<file path="src/rtl/spi_pkg.sv">
// Shared definitions for the byte-wide SPI master: FSM encoding, SPI mode decode
// and the number of SCLK edges in one byte.
package spi_pkg;

  typedef enum logic {
    ST_IDLE = 1'b0,
    ST_XFER = 1'b1
  } spi_state_t;

  localparam logic [4:0] EDGE_COUNT = 5'd16;

  function automatic logic mode_cpol(input int mode);
    return ((mode / 2) % 2) != 0;
  endfunction

  function automatic logic mode_cpha(input int mode);
    return (mode % 2) != 0;
  endfunction

endpackage

</file>
<file path="src/rtl/spi_edge_gen.sv">
// SCLK generator: half-bit prescaler plus a down-counter of the 16 edges of a byte,
// with leading/trailing edge strobes for the data path.
module spi_edge_gen
  import spi_pkg::*;
#(
  parameter int SPI_MODE          = 0,
  parameter int CLKS_PER_HALF_BIT = 2
) (
  input  logic clk,
  input  logic rst_n,
  input  logic start,
  input  logic active,
  output logic lead_edge,
  output logic trail_edge,
  output logic last_edge,
  output logic done,
  output logic spi_clk
);

  localparam int                HALF_W    = $clog2(CLKS_PER_HALF_BIT);
  localparam logic [HALF_W-1:0] HALF_LAST = HALF_W'(CLKS_PER_HALF_BIT - 1);
  localparam logic              CPOL      = mode_cpol(SPI_MODE);

  logic [HALF_W-1:0] half_cnt_r;
  logic [4:0]        edge_cnt_r;
  logic              sclk_r;
  logic              edge_s;

  // Edge strobes; an even remaining count means the next edge is a leading one
  always_comb begin
    edge_s     = 1'b0;
    lead_edge  = 1'b0;
    trail_edge = 1'b0;
    last_edge  = 1'b0;
    done       = 1'b0;
    if (active && (edge_cnt_r != 5'd0) && (half_cnt_r == HALF_LAST)) begin
      edge_s = 1'b1;
    end else begin
      edge_s = 1'b0;
    end
    lead_edge  = edge_s && !edge_cnt_r[0];
    trail_edge = edge_s && edge_cnt_r[0];
    last_edge  = edge_s && (edge_cnt_r == 5'd1);
    done       = active && (edge_cnt_r == 5'd0);
  end

  // Prescaler, edge counter and SCLK register
  always_ff @(posedge clk) begin
    if (!rst_n) begin
      half_cnt_r <= '0;
      edge_cnt_r <= 5'd0;
      sclk_r     <= CPOL;
    end else if (start) begin
      half_cnt_r <= '0;
      edge_cnt_r <= EDGE_COUNT;
      sclk_r     <= CPOL;
    end else if (edge_s) begin
      half_cnt_r <= '0;
      edge_cnt_r <= edge_cnt_r - 5'd1;
      sclk_r     <= ~sclk_r;
    end else if (active && (edge_cnt_r != 5'd0)) begin
      half_cnt_r <= half_cnt_r + HALF_W'(1);
    end else begin
      half_cnt_r <= '0;
    end
  end

  assign spi_clk = sclk_r;

endmodule

</file>
<file path="src/rtl/spi_master_byte.sv">
// Byte-wide SPI master: accepts one byte per i_TX_DV, shifts it out MSB-first and
// returns the byte captured from MISO with a one-cycle o_RX_DV.
module spi_master_byte
  import spi_pkg::*;
#(
  parameter int SPI_MODE          = 0,
  parameter int CLKS_PER_HALF_BIT = 2
) (
  input  logic       clk,
  input  logic       i_Rst_L,
  input  logic [7:0] i_TX_Byte,
  input  logic       i_TX_DV,
  output logic       o_TX_Ready,
  output logic       o_RX_DV,
  output logic [7:0] o_RX_Byte,
  output logic       o_SPI_Clk,
  input  logic       i_SPI_MISO,
  output logic       o_SPI_MOSI
);

  localparam logic CPHA = mode_cpha(SPI_MODE);

  spi_state_t state_r;
  logic [7:0] tx_sr_r;
  logic [7:0] rx_sr_r;
  logic       accept_s;
  logic       lead_s;
  logic       trail_s;
  logic       last_s;
  logic       done_s;
  logic       sample_s;
  logic       shift_s;

  spi_edge_gen #(
    .SPI_MODE         (SPI_MODE),
    .CLKS_PER_HALF_BIT(CLKS_PER_HALF_BIT)
  ) u_edge_gen (
    .clk       (clk),
    .rst_n     (i_Rst_L),
    .start     (accept_s),
    .active    (state_r == ST_XFER),
    .lead_edge (lead_s),
    .trail_edge(trail_s),
    .last_edge (last_s),
    .done      (done_s),
    .spi_clk   (o_SPI_Clk)
  );

  // Phase select: with CPHA=0 bit7 is already on MOSI, so the final trailing edge must not shift
  always_comb begin
    accept_s = 1'b0;
    sample_s = 1'b0;
    shift_s  = 1'b0;
    if (CPHA) begin
      sample_s = trail_s;
      shift_s  = lead_s;
    end else begin
      sample_s = lead_s;
      shift_s  = trail_s && !last_s;
    end
    accept_s = (state_r == ST_IDLE) && i_TX_DV && o_TX_Ready;
  end

  // Transfer FSM with shift registers and handshake outputs
  always_ff @(posedge clk) begin
    if (!i_Rst_L) begin
      state_r    <= ST_IDLE;
      o_TX_Ready <= 1'b1;
      o_RX_DV    <= 1'b0;
      o_RX_Byte  <= 8'h00;
      o_SPI_MOSI <= 1'b0;
      tx_sr_r    <= 8'h00;
      rx_sr_r    <= 8'h00;
    end else begin
      case (state_r)
        ST_IDLE: begin
          o_RX_DV <= 1'b0;
          if (accept_s) begin
            state_r    <= ST_XFER;
            o_TX_Ready <= 1'b0;
            rx_sr_r    <= 8'h00;
            if (CPHA) begin
              tx_sr_r <= i_TX_Byte;
            end else begin
              o_SPI_MOSI <= i_TX_Byte[7];
              tx_sr_r    <= {i_TX_Byte[6:0], 1'b0};
            end
          end
        end
        ST_XFER: begin
          if (done_s) begin
            state_r    <= ST_IDLE;
            o_TX_Ready <= 1'b1;
            o_RX_DV    <= 1'b1;
            o_RX_Byte  <= rx_sr_r;
          end else begin
            if (shift_s) begin
              o_SPI_MOSI <= tx_sr_r[7];
              tx_sr_r    <= {tx_sr_r[6:0], 1'b0};
            end
            if (sample_s) begin
              rx_sr_r <= {rx_sr_r[6:0], i_SPI_MISO};
            end
          end
        end
        default: begin
          state_r    <= ST_IDLE;
          o_TX_Ready <= 1'b1;
          o_RX_DV    <= 1'b0;
        end
      endcase
    end
  end

endmodule
</file>
<file path="config.mk">
export PLATFORM = sky130hd
export DESIGN_NAME = spi_master_byte
export DESIGN_NICKNAME = d
export VERILOG_FILES = /design/src/rtl/spi_pkg.sv /design/src/rtl/spi_edge_gen.sv /design/src/rtl/spi_master_byte.sv
export SDC_FILE = /design/constraint.sdc
export NUM_CORES = 1
export LEC_CHECK = 0
export CAP_MARGIN = 0
export CORE_MARGIN = 10
export CORE_UTILIZATION = 52
export CTS_CLUSTER_SIZE = 30
export DETAILED_ROUTE_END_ITERATION = 8
export PLACE_DENSITY = 0.77
export SYNTH_ARGS = -nofsm -noshare
export SYNTH_HDL_FRONTEND = slang
export SYNTH_SLANG_ARGS = --single-unit
</file>
<file path="constraint.sdc">
create_clock -name clk -period 2.1 [get_ports clk]
set_input_delay 0.21 -clock clk [delete_from_list [all_inputs] [get_ports clk]]
set_output_delay 0.21 -clock clk [all_outputs]
set_load 0.01 [all_outputs]
</file>
==> summary.md, run 1 <==
| Metric | Value |
|---|---|
| Vias | `1337` |
| Worst hold path class | `input pin to flop` |
| Area leader, netlist | `dfxtp_1` |
| Root buf cell | `clkbuf_4` |
| Syn avg cell area | `9.00 µm²` |
| Cts repair resizes | `0` |
| Pwr/cell area | `657 nW/µm²` |
| Port bufs | `23` |
| WL per Instance | `15.4 µm` |
| Hold Path Stages | `3` |
| Adder-cell area share of the yosys netlist | `0.0243` |
| Final Cycle Share | `0.893` |
| Reg clk slew, reported paths | `100 ps` |
| Post-synth EDFFs | `0` |
| Fin crit period | `1870 ps` |
| Global route total overflow | `0` |
| Die ar. | `5560 µm²` |
| Die Wd | `74.6 µm` |
| Multiplexer share of the synthesized area | `0.103` |
| Yosys reg bits | `34` |
| Grt met3 use | `0.0572` |
| Arrival @ worst endpoint | `2130 ps` |
| Synth Area in Compound Gates | `0.143` |
| Number of max-cap violations | `0` |
| Skew final | `5.79 ps` |
| Setup Fix Bufs, Post-CTS | `0` |
| R2r worst-path depth | `6` |
| Crit. path cell count | `6` |
| Core area | `2810 µm²` |
| Max Fclk | `533 MHz` |
| WP data required | `2360 ps` |
| Slowest-stage cell, CP | `or4b_4` |
| Peak supply drop | `0.000483 V` |
| DP Area | `1790 µm²` |
| WP buf/inv | `2` |
| Latest clock arrival within the worst-skew pair | `330 ps` |
| Vias per inst | `5.86` |
| Hold buffers post-CTS | `0` |
| Fillcell total | `246` |
| XOR/XNOR share of the synthesized area | `0` |
| Post-Syn Area | `1550 µm²` |
| DRT Pass-1 Iters | `4` |
| Post-route cell area | `1860 µm²` |
| Pleak | `0.000733 µW` |
| DP HPWL | `2.54 mm` |
| Status | `complete, no violations` |
| Critical Path, Cell by Cell | `inv_1 > ha_1 > or4b_4 > nand3_1 > buf_4 > mux2i_1` |
| Post-Synth Simple-Gate Area | `0.233` |
| Largest family of logic cells by synthesized area | `simple AND/OR/NAND/NOR gates` |
| Num CTS Buffers | `5` |
| Mapped Nets | `187` |
| Post-synth top cells | `34 x dfxtp_1, 21 x nand2_1, 18 x nand3_1` |
| Sink Count | `34` |
| GRT busiest layer | `met2` |
| Setup violations, final | `0` |
| Crit Path Max Fanout | `14` |
| Sequential-to-total area share from yosys stat | `0.440` |
| Yosys top cell area share | `0.440` |
| Synth cell types | `34` |
| Global-route wire length before repair | `6.01 mm` |
| CTS tree | `yes` |
| WL final | `3.52 mm` |
| Most frequent cell after synthesis | `dfxtp_1` |
| N_diodes | `0` |
| Initial core utilization | `0.552` |
| Clk buf depth | `2` |
| CTS H-Tree Depth | `2` |
| Antenna violations before repair | `0` |
| Tot GR Track Use | `0.136` |
| Ys async rst share | `0` |
| I/O pin cnt | `24` |
| Layout area overhead | `20.0%` |
| CP Class | `flop to flop` |
| Post-synth top flop | `dfxtp_1` |
| Slew Viols, Final | `0` |
| Die Span Y | `74.6 µm` |
| Worst setup EP type | `flop` |
| Critical path startpoint category | `flop` |
| RSZ-0062 raised after global routing | `no` |
| Final #Nets | `211` |
| Slew margin rel. | `0.655` |
| Ys Warns | `0` |
| Pin count of the biggest net entering global routing | `20` |
| Met1 GRT Util | `0.155` |
| Gpl congestion | `0.826` |
| Vias in the first global route | `1312` |
| DR DRC count | `0` |
| Actual slew at the worst max-slew pin | `517 ps` |
| Aggregate negative setup slack | `0 ps` |
| Share of layout cells above drive strength 1 | `0.122` |
| 1st-iter DRT viols | `74` |
| GRT met2 Usage | `0.227` |
| Final hold violation count | `0` |
| CP delay by family, top | `simple AND/OR/NAND/NOR gates` |
| Top post-synthesis cells by area | `dfxtp_1 44%, mux2i_1 10%, nand3_1 5.8%` |
| Mapped Cells | `172` |
| Post-route antenna net violation count | `0` |
| # rows | `19` |
| Highest cell delay on the worst timing path | `570 ps` |
[routing by layer]
metal	wire length, µm	share of wire
met1	1560	0.44
met2	1740	0.49
met5	0	0
met4	17	0.0048
met3	208	0.059
[flip-flops by register name, indices dropped and copies added, names as in the netlist, 5 cells and up]
register and cells:
u_edge_gen.edge_cnt_r 5, rx_sr_r 8, tx_sr_r 7, o_RX_Byte 8
[layout by cell type (no fill, tap or decap), types with 2 or more instances in the layout]
cell	synthesis	final
clkdlybuf4s50_1	0	23
buf_4	0	6
inv_1	4	4
mux2i_1	16	16
o211ai_1	7	7
a21oi_1	13	13
clkbuf_4	0	5
nand4_1	2	2
nand3_1	18	18
dfxtp_1	34	34
or2_2	7	7
nor2_1	4	4
o21ai_0	11	11
ha_1	3	3
nand2_1	21	21
nand3b_1	2	2
nor3_1	2	2
[worst paths after layout]
path	startpoint	endpoint	slack (ps)
worst max-delay path	u_edge_gen.edge_cnt_r[0]	rx_sr_r[4]	230
worst min-delay path	i_SPI_MISO	rx_sr_r[0]	430
worst max register to register	u_edge_gen.edge_cnt_r[0]	rx_sr_r[4]	230
worst min register to register	u_edge_gen.half_cnt_r	u_edge_gen.half_cnt_r	470
[stage by stage]
step	total power [µW]	setup WS [ps]	std cells	hold WS, ps	util
floorplan	802	484	172	349	-
global placement	852	336	220	437	0.639
detailed placement	858	264	220	456	0.639
CTS	1230	226	228	412	0.662
global route	1280	88.4	228	445	0.662
finish	1220	225	228	428	0.662
[where the power goes]
group	switching [µW]	internal [µW]
sequential	16.1	665
combinational	87.0	76.2
clock	215	161
[cells by family after synthesis]
group                    Yosys count
flip-flops                        34
multiplexers                      16
adder cells (fa/ha/maj)            3
AND/OR/NAND/NOR                   66
buffers and inverters             17
AO/OA/AOI/OAI                     36
[worst register-to-register path: cells and delay by family, from the launching register on]
kind	cells	cell delay, ps
and+or+nand+nor	2	720
DFF	1	340
buffers and inverters	2	340
muxes	1	210
adders and majority gates	1	190
[area by class of cell]
class | count | area, µm² | area share
clock buffers | 6 | 51.3 | 0.0276
flip-flops and latches | 34 | 681 | 0.367
repair buffers | 29 | 275 | 0.148
multi-input cells | 121 | 779 | 0.420
well taps | 31 | 38.8 | 0.0209
clock inverters | 2 | 12.5 | 0.00674
inverters | 5 | 18.8 | 0.0101
Power figures use the tool's default switching activity.
==> run 2: changes to the inputs <==
Settings changed: CAP_MARGIN 0 to 15.
==> results of run 2 <==
No change in the layout: final DEF, timing and power equal those of run 1.
